==> src/rtl/output_port_allocator.sv <==
// ============================================================================
// Module      : output_port_allocator
// Description : Round-robin, packet-locked output port allocator with
//               downstream credit gating and a stall watchdog.
// Revision    : 1.0
// ============================================================================
`default_nettype none

module output_port_allocator #(
    parameter int NPORT   = 5,
    parameter int CREDITS = 4,
    parameter int CRW     = 3,
    parameter int TIMEOUT = 255,
    parameter int TW      = 8
) (
    input  logic                 clk,
    input  logic                 rst,
    input  logic [NPORT-1:0]     req,
    input  logic [3*NPORT-1:0]   flit_id,
    input  logic                 credit_in,
    output logic [NPORT-1:0]     grant,
    output logic [2:0]           sel,
    output logic                 fwd,
    output logic [CRW-1:0]       credit_cnt,
    output logic                 busy,
    output logic                 timeout_err
);

    localparam logic [CRW-1:0]   C_CREDITS = CRW'(CREDITS);
    localparam logic [TW-1:0]    C_TIMEOUT = TW'(TIMEOUT);
    localparam logic [2:0]       C_LAST    = 3'(NPORT - 1);
    localparam logic [NPORT-1:0] C_ONE     = NPORT'(1);

    typedef enum logic [0:0] {
        ST_IDLE   = 1'b0,
        ST_LOCKED = 1'b1
    } state_t;

    state_t           r_state, w_state_nxt;
    logic [NPORT-1:0] r_grant, w_grant_nxt;
    logic [2:0]       r_sel, w_sel_nxt;
    logic [2:0]       r_rr_ptr, w_rr_nxt;
    logic [CRW-1:0]   r_credit, w_credit_nxt;
    logic [TW-1:0]    r_wd, w_wd_nxt;
    logic             r_terr, w_terr_nxt;

    logic [NPORT-1:0] w_cand;
    logic [NPORT-1:0] w_tail_bits;
    logic [NPORT-1:0] w_unused_body;
    logic             w_sel_req;
    logic             w_sel_tail;
    logic             w_found;
    logic [2:0]       w_winner;
    logic [3:0]       w_idx;
    logic             w_fwd;

    // Body bit carries no information: anything not a tail is forwarded alike.
    for (genvar gi = 0; gi < NPORT; gi++) begin : g_cand
        assign w_cand[gi]        = req[gi] & flit_id[3*gi];
        assign w_tail_bits[gi]   = flit_id[3*gi+2];
        assign w_unused_body[gi] = flit_id[3*gi+1];
    end

    always_comb begin
        w_sel_req  = 1'b0;
        w_sel_tail = 1'b0;
        for (int i = 0; i < NPORT; i++) begin
            if (r_sel == 3'(i)) begin
                w_sel_req  = req[i];
                w_sel_tail = w_tail_bits[i];
            end
        end
    end

    // Search starts just after the last released input, wrapping modulo NPORT.
    always_comb begin
        w_found  = 1'b0;
        w_winner = 3'd0;
        w_idx    = 4'd0;
        for (int k = 1; k <= NPORT; k++) begin
            w_idx = {1'b0, r_rr_ptr} + 4'(k);
            if (w_idx >= 4'(NPORT)) begin
                w_idx = w_idx - 4'(NPORT);
            end
            if (!w_found && w_cand[w_idx[2:0]]) begin
                w_found  = 1'b1;
                w_winner = w_idx[2:0];
            end
        end
    end

    assign w_fwd = (r_state == ST_LOCKED) & w_sel_req & (r_credit != '0);

    always_comb begin
        w_state_nxt  = r_state;
        w_grant_nxt  = r_grant;
        w_sel_nxt    = r_sel;
        w_rr_nxt     = r_rr_ptr;
        w_wd_nxt     = r_wd;
        w_terr_nxt   = 1'b0;
        w_credit_nxt = r_credit;

        if (w_fwd && !credit_in) begin
            w_credit_nxt = r_credit - CRW'(1);
        end else if (!w_fwd && credit_in && (r_credit != C_CREDITS)) begin
            w_credit_nxt = r_credit + CRW'(1);
        end

        case (r_state)
            ST_IDLE: begin
                w_wd_nxt = '0;
                if (w_found) begin
                    w_state_nxt = ST_LOCKED;
                    w_grant_nxt = C_ONE << w_winner;
                    w_sel_nxt   = w_winner;
                end
            end
            ST_LOCKED: begin
                if (w_fwd) begin
                    w_wd_nxt = '0;
                    if (w_sel_tail) begin
                        w_state_nxt = ST_IDLE;
                        w_grant_nxt = '0;
                        w_sel_nxt   = 3'd0;
                        w_rr_nxt    = r_sel;
                    end
                end else if (r_wd == C_TIMEOUT) begin
                    w_state_nxt = ST_IDLE;
                    w_grant_nxt = '0;
                    w_sel_nxt   = 3'd0;
                    w_rr_nxt    = r_sel;
                    w_wd_nxt    = '0;
                    w_terr_nxt  = 1'b1;
                end else begin
                    w_wd_nxt = r_wd + TW'(1);
                end
            end
            default: begin
                w_state_nxt = ST_IDLE;
                w_grant_nxt = '0;
                w_sel_nxt   = 3'd0;
            end
        endcase
    end

    always_ff @(posedge clk or posedge rst) begin
        if (rst) begin
            r_state  <= ST_IDLE;
            r_grant  <= '0;
            r_sel    <= 3'd0;
            r_rr_ptr <= C_LAST;
            r_credit <= C_CREDITS;
            r_wd     <= '0;
            r_terr   <= 1'b0;
        end else begin
            r_state  <= w_state_nxt;
            r_grant  <= w_grant_nxt;
            r_sel    <= w_sel_nxt;
            r_rr_ptr <= w_rr_nxt;
            r_credit <= w_credit_nxt;
            r_wd     <= w_wd_nxt;
            r_terr   <= w_terr_nxt;
        end
    end

    assign grant       = r_grant;
    assign sel         = r_sel;
    assign fwd         = w_fwd;
    assign credit_cnt  = r_credit;
    assign busy        = (r_state == ST_LOCKED);
    assign timeout_err = r_terr;

endmodule

`default_nettype wire
==> config.mk <==
export PLATFORM = sky130hd
export DESIGN_NAME = output_port_allocator
export DESIGN_NICKNAME = d
export VERILOG_FILES = /design/src/rtl/output_port_allocator.sv
export SDC_FILE = /design/constraint.sdc
export NUM_CORES = 1
export LEC_CHECK = 0
export ABC_AREA = 1
export BUFFER_PORTS_ARGS = -buffer_cell sky130_fd_sc_hd__buf_2
export CAP_MARGIN = 30
export CORE_UTILIZATION = 50
export CTS_BUF_LIST = sky130_fd_sc_hd__clkbuf_8
export CTS_CLUSTER_SIZE = 40
export DETAILED_ROUTE_END_ITERATION = 12
export PLACE_DENSITY = 0.77
export SLEW_MARGIN = 20
export SYNTH_ARGS = -nofsm -noshare
export SYNTH_HDL_FRONTEND = slang
export SYNTH_SLANG_ARGS = --single-unit
==> constraint.sdc <==
create_clock -name clk -period 3.1 [get_ports clk]
set_clock_uncertainty 0.1 [all_clocks]
set_input_delay 0.62 -clock clk [delete_from_list [all_inputs] [get_ports clk]]
set_output_delay 0.62 -clock clk [all_outputs]
set_load 0.01 [all_outputs]
Word-level counts from Yosys, hierarchy flattened
Cells that the tools add are included.
Widths: inputs -> output; s select.
- register bits after elaboration: 24
- bits in latches: 0
- RAM bits: 0
- memory bits (read-only): 0
- memories: 0
- add/subtract/negate cells: 13
- multipliers: 0
- divide/modulo/power cells: 0
- $lt $le $gt $ge: 10
- eq/ne operators: 10
- shift operators: 1
- multiplexer cells: 61
- bitwise gates (word level): 8
- reductions and logical operators: 19
- operators by type and width (kind ; number):
    $mux 3 ; 19
    $mux 1 ; 27
    $ge 4x3->1 const B ; 5
    $lt 3x4->1 const B ; 5
    $mux 5 ; 4
    $mux 8 ; 2
    $pmux 8 s2 ; 1
    $bmux 1 s3 ; 5
    $sub 3x3->3 const B ; 5
    $pmux 5 s2 ; 1
    $add 3x2->4 const B ; 2
    $add 3x3->4 const B ; 2
    $add 8x1->8 const B ; 1
    $eq 8x8->1 const B ; 1
    $and 1x1->1 ; 7
    $logic_and 1x1->1 ; 7
    $eq 3x2->1 const B ; 2
    $logic_not 1->1 ; 6
    $ne 3x3->1 const B ; 2
    $pmux 3 s2 ; 1
    $reduce_and 3->1 ; 2
    $shl 1x3->5 const A ; 1
    $add 3x1->4 const B ; 1
    $ne 2x2->1 const B ; 2
    10 further kinds ; 11

Depth between registers and ports, before layout
- depth after elaboration: 21
- gate-level depth with buffers: 22
- mapped depth without buffers: 22

Least setup slack after synthesis
No wires, ideal clock.
- kind: reg-to-reg
- from: reg r_rr_ptr[0]
- to: reg r_grant[1] (netlist: grant[1])
- library setup time: 0.116 ns
- data arrival time: 2.526 ns
- data required time: 2.884 ns
- slack: 0.358 ns
- stages on the path, launching flop included: 23
- path buffers: 0
- period minus slack after synthesis: 2.742 ns
- path through: dfrtp_1 -> inv_2 -> ha_1 -> inv_1 -> fa_1 -> inv_1 -> nand2_2 -> nand2_1 -> nand2_2 -> inv_1 -> nand4_1 -> nand2_1 -> nand2_1 -> nand3_2 -> nor2_4 -> nand2_4 -> inv_4 -> nand3_1 -> clkinv_1 -> nor2_4 -> inv_2 -> nand2_1 -> nand2_1
- word-level cells in the longest chain between the ends: 21
- elaborated cells between the ends (all ways): 53
- RTL lines (what ; line ; source):
    from (decl) ; 42 ; logic [2:0] r_rr_ptr, w_rr_nxt;
    from (signal assigned) ; 159 ; r_rr_ptr <= w_rr_nxt;
    $add 3x1->4 ; 81 ; w_idx = {1'b0, r_rr_ptr} + 4'(k);
    $ge 4x3->1 / $sub 3x3->3 (equally long branches) ; 82, 83 ;
    $mux 3 ; 82 ; if (w_idx >= 4'(NPORT)) begin
    $bmux 1 s3 ; 85 ; if (!w_found && w_cand[w_idx[2:0]]) begin
    $mux 1 (implied by the code) ; 85 ;
    $mux 1 ; 85 ;
    $logic_not 1->1 ; 85 ;
    $logic_and 1x1->1 ; 85 ;
    [5 not listed] ; n/a ;
    $logic_and 1x1->1 ; 85 ;
    $mux 1 ; 85 ;
    $logic_not 1->1 ; 85 ;
    $logic_and 1x1->1 ; 85 ;
    $mux 3 ; 85 ;
    $shl 1x3->5 ; 114 ; w_grant_nxt = C_ONE << w_winner;
    $mux 5 ; 112 ; if (w_found) begin
    $pmux 5 s2 ; 109 ; case (r_state)
    to (signal assigned) ; 157 ; r_grant <= w_grant_nxt;
    to (decl) ; 40 ; logic [NPORT-1:0] r_grant, w_grant_nxt;
Parallel ways exist; a longest one is shown, timed or not. The select of a mux whose other input is x is not followed.
A chain may end at the register's enable or synchronous reset.

Worst setup path after layout
- from: reg r_rr_ptr[0]
- to: reg r_grant[0] (netlist: grant[0])
Same word-level chain as after synthesis.

==> impl_metrics.json <==
{
  "n_antenna_cell": 0,
  "placeableCoreArea_sq_mm": 0.00435,
  "syn-num-nets": 359,
  "synthesis.instances": 323,
  "tritoncts": "yes",
  "asyncSetResetFlopFracSynth": 1.00,
  "yosysWarnings": 0,
  "drt.antenna.violating_nets": 0,
  "number_of_cts_inserted_buffers": 3,
  "final_net_count": 397,
  "clock_insertion_delay_worst_skew_ns": 0.27,
  "timing.critical_path.from_type": "flop",
  "detail_route.vias_per_cell": 5.32,
  "final_total_negative_setup_slack_ns": 0,
  "clock_sink_count": 24,
  "timing.final.crit_share": 0.902,
  "fp.dieArea_sq_mm": 0.00482,
  "setup_slack_ns": 0.304,
  "worst-setup-path-type": "reg2reg",
  "drv.max_cap_violation_count": 0,
  "die_y_um": 69.5,
  "h-tree-depth": 1,
  "arrival_ns": 2.86,
  "rsz0062_at_grt": "false",
  "syn_area_per_cell_sq_um": 7.04,
  "synth_largest_type_area_fraction": 0.242,
  "route.vias.total": 2191,
  "detailed_router_iteration_count_before_antenna_repair": 4,
  "timing.fmax_ghz": 0.358,
  "synth_seq_area_share": 0.265,
  "synth_flop_cell": "sky130_fd_sc_hd__dfrtp_1",
  "grt_max_degree": 25,
  "wirelength_mm": 5.08,
  "finalMaxSlewViolations": 0,
  "mappedNetlistArea_sq_mm": 0.00227,
  "endpoint_kind": "flop",
  "finalCriticalPeriod_ns": 2.80,
  "finalHoldViolations": 0,
  "drt-wirelength-per-cell_um": 12.3,
  "place.detailed.hpwl_mm": 4.04,
  "start_util": 0.522,
  "fin_hold_ws_ns": 0.152,
  "dp_slack_ns": 0.161,
  "cts.path.max_buffers": 2,
  "vias_in_the_first_global_route": 2053,
  "globalRouteTotalUtil": 0.220,
  "rows": 24,
  "synth_top_cells_by_area": "sky130_fd_sc_hd__dfrtp_1, sky130_fd_sc_hd__nand2_1, sky130_fd_sc_hd__inv_1",
  "ys_seq_elements": 24,
  "clkSlewWorstSetupHoldPaths_ns": 0.08,
  "ys_types": 38,
  "num-fill-cells": 385,
  "gpl.final_weighted_congestion": 0.868,
  "pin_count": 37,
  "postCtsHoldBufs": 0,
  "synthDominantAreaCellType": "sky130_fd_sc_hd__dfrtp_1",
  "slew-limit-headroom": 0.723,
  "setup_violations": 0,
  "timing.critical_path.fanout_max": 8,
  "synth-edff-count": 0,
  "status": "finished, final reports clean",
  "die_w_um": 69.5,
  "timing_worst_slew_pin_value_ns": 0.411,
  "grt_first_pass_wirelength_mm": 8.67,
  "grt-ovfl-total": 0,
  "cp_data_required_time_ns": 3.16,
  "antenna_found_initial": 0,
  "drtIter0Drc": 119,
  "worst_hold_path_type": "in2async",
  "placement.io_buffers": 31,
  "layout-drive-gt1-share": 0.250,
  "clock-root-buffer": "sky130_fd_sc_hd__clkbuf_8",
  "area_growth_pct": 14.0,
  "drt_drc_violations_left": 0
}
area by class of cell:
cell class                 count  area (sq um)  share of cell area
tap                           52          65.1              0.0251
clock inverter                 1          30.0              0.0116
multi-input combinational    241          1450               0.558
inverter                      56           213              0.0820
timing repair buffer          35           193              0.0743
clock buffer                   3          41.3              0.0159
sequential                    24           604               0.233
worst paths after layout:
kind                            endpoint  cells after the start         from  slack, ns
max reg2reg                     grant[0]                     18  r_rr_ptr[0]       0.30
min in group clk                 r_wd[0]                      1      r_wd[0]       0.37
min reg2reg                      r_wd[0]                      1      r_wd[0]       0.37
max                             grant[0]                     18  r_rr_ptr[0]       0.30
min                        credit_cnt[0]                      2          rst       0.15
max in group asynchronous    r_rr_ptr[2]                      3          rst       2.28
synth_stat cells (2+ instances only):
master,n
sky130_fd_sc_hd__a21oi_1,6
sky130_fd_sc_hd__a21oi_2,2
sky130_fd_sc_hd__a31oi_1,2
sky130_fd_sc_hd__dfrtp_1,22
sky130_fd_sc_hd__dfstp_2,2
sky130_fd_sc_hd__fa_1,2
sky130_fd_sc_hd__ha_1,11
sky130_fd_sc_hd__inv_1,48
sky130_fd_sc_hd__inv_2,6
sky130_fd_sc_hd__nand2_1,77
sky130_fd_sc_hd__nand2_2,11
sky130_fd_sc_hd__nand2_4,4
sky130_fd_sc_hd__nand3_1,30
sky130_fd_sc_hd__nand3_2,8
sky130_fd_sc_hd__nand3_4,3
sky130_fd_sc_hd__nand3b_1,2
sky130_fd_sc_hd__nand4_1,7
sky130_fd_sc_hd__nor2_1,26
sky130_fd_sc_hd__nor2_4,2
sky130_fd_sc_hd__nor3_1,8
sky130_fd_sc_hd__o211ai_1,3
sky130_fd_sc_hd__o21ai_0,15
sky130_fd_sc_hd__o21ai_1,6
sky130_fd_sc_hd__o21ai_2,3
sky130_fd_sc_hd__xor2_1,4
flip-flops by register name, summed over array words and instances (netlist names):
name         flops
sel              3
busy             1
r_rr_ptr         3
grant            5
timeout_err      1
credit_cnt       3
r_wd             8
critical path: stages, from the launching register on:
cell and delay (ns):
sky130_fd_sc_hd__dfrtp_1 0.36, sky130_fd_sc_hd__inv_2 0.05, sky130_fd_sc_hd__buf_4 0.17, sky130_fd_sc_hd__ha_1 0.21, sky130_fd_sc_hd__ha_2 0.39, sky130_fd_sc_hd__nand2_1 0.12
sky130_fd_sc_hd__nand2_2 0.14, sky130_fd_sc_hd__nand2_1 0.10, sky130_fd_sc_hd__nand3_1 0.08, sky130_fd_sc_hd__nand3_1 0.08, sky130_fd_sc_hd__nand2_1 0.10, sky130_fd_sc_hd__nand2_1 0.07
sky130_fd_sc_hd__nand2_2 0.09, sky130_fd_sc_hd__nand3_1 0.11, sky130_fd_sc_hd__or2_1 0.25, sky130_fd_sc_hd__nand3_2 0.09, sky130_fd_sc_hd__nor2_4 0.06, sky130_fd_sc_hd__nand3_1 0.09
sky130_fd_sc_hd__nand2_1 0.05
layer usage:
| metal | global-route usage | routed length (um) | part of all wire | vias up |
|---|---|---|---|---|
| li1 | - | - | - | 1115 |
| met1 | 0.261 | 2270 | 0.45 | 1021 |
| met2 | 0.411 | 2540 | 0.50 | 46 |
| met4 | 0.0816 | 85 | 0.017 | 0 |
| met5 | 0 | 0 | 0 | - |
| met3 | 0.0174 | 186 | 0.037 | 9 |
metrics by stage:
step | util | area, sq um | cells
finish | 0.596 | 2590 | 412
CTS | 0.589 | 2560 | 410
global placement | 0.573 | 2490 | 406
floorplan | - | 2270 | 323
detailed placement | 0.573 | 2490 | 406
global route | 0.596 | 2590 | 412
cell families (layout without fill, tap and decap cells):
kind of cell	after synthesis	in the layout	share of synthesized area
buf+inv	58	95	0.101
xor+xnor	6	6	0.0264
flops	24	24	0.265
compound gates	41	41	0.117
fa+ha+maj	13	13	0.0781
simple gates	181	181	0.413
layout by cell type, fill, tap and decap left out, types with 8 or more instances in the layout:
| cell type | n |
|---|---|
| sky130_fd_sc_hd__nand2_1 | 76 |
| sky130_fd_sc_hd__inv_1 | 47 |
| sky130_fd_sc_hd__buf_2 | 31 |
| sky130_fd_sc_hd__nand3_1 | 30 |
| sky130_fd_sc_hd__nor2_1 | 26 |
| sky130_fd_sc_hd__dfrtp_1 | 21 |
| sky130_fd_sc_hd__o21ai_0 | 15 |
| sky130_fd_sc_hd__nand2_2 | 12 |
| sky130_fd_sc_hd__ha_1 | 10 |
| sky130_fd_sc_hd__nor3_1 | 8 |
| sky130_fd_sc_hd__nand3_2 | 8 |
repair_timing:
| item | CTS | global route |
|---|---|---|
| gates resized for setup | 0 | 4 |
| buffers inserted | 0 | 1 |
| setup endpoints to repair | 0 | 9 |
Power is not shown: default switching activity piles up to over one toggle a cycle in this logic, so the estimate is an artifact.
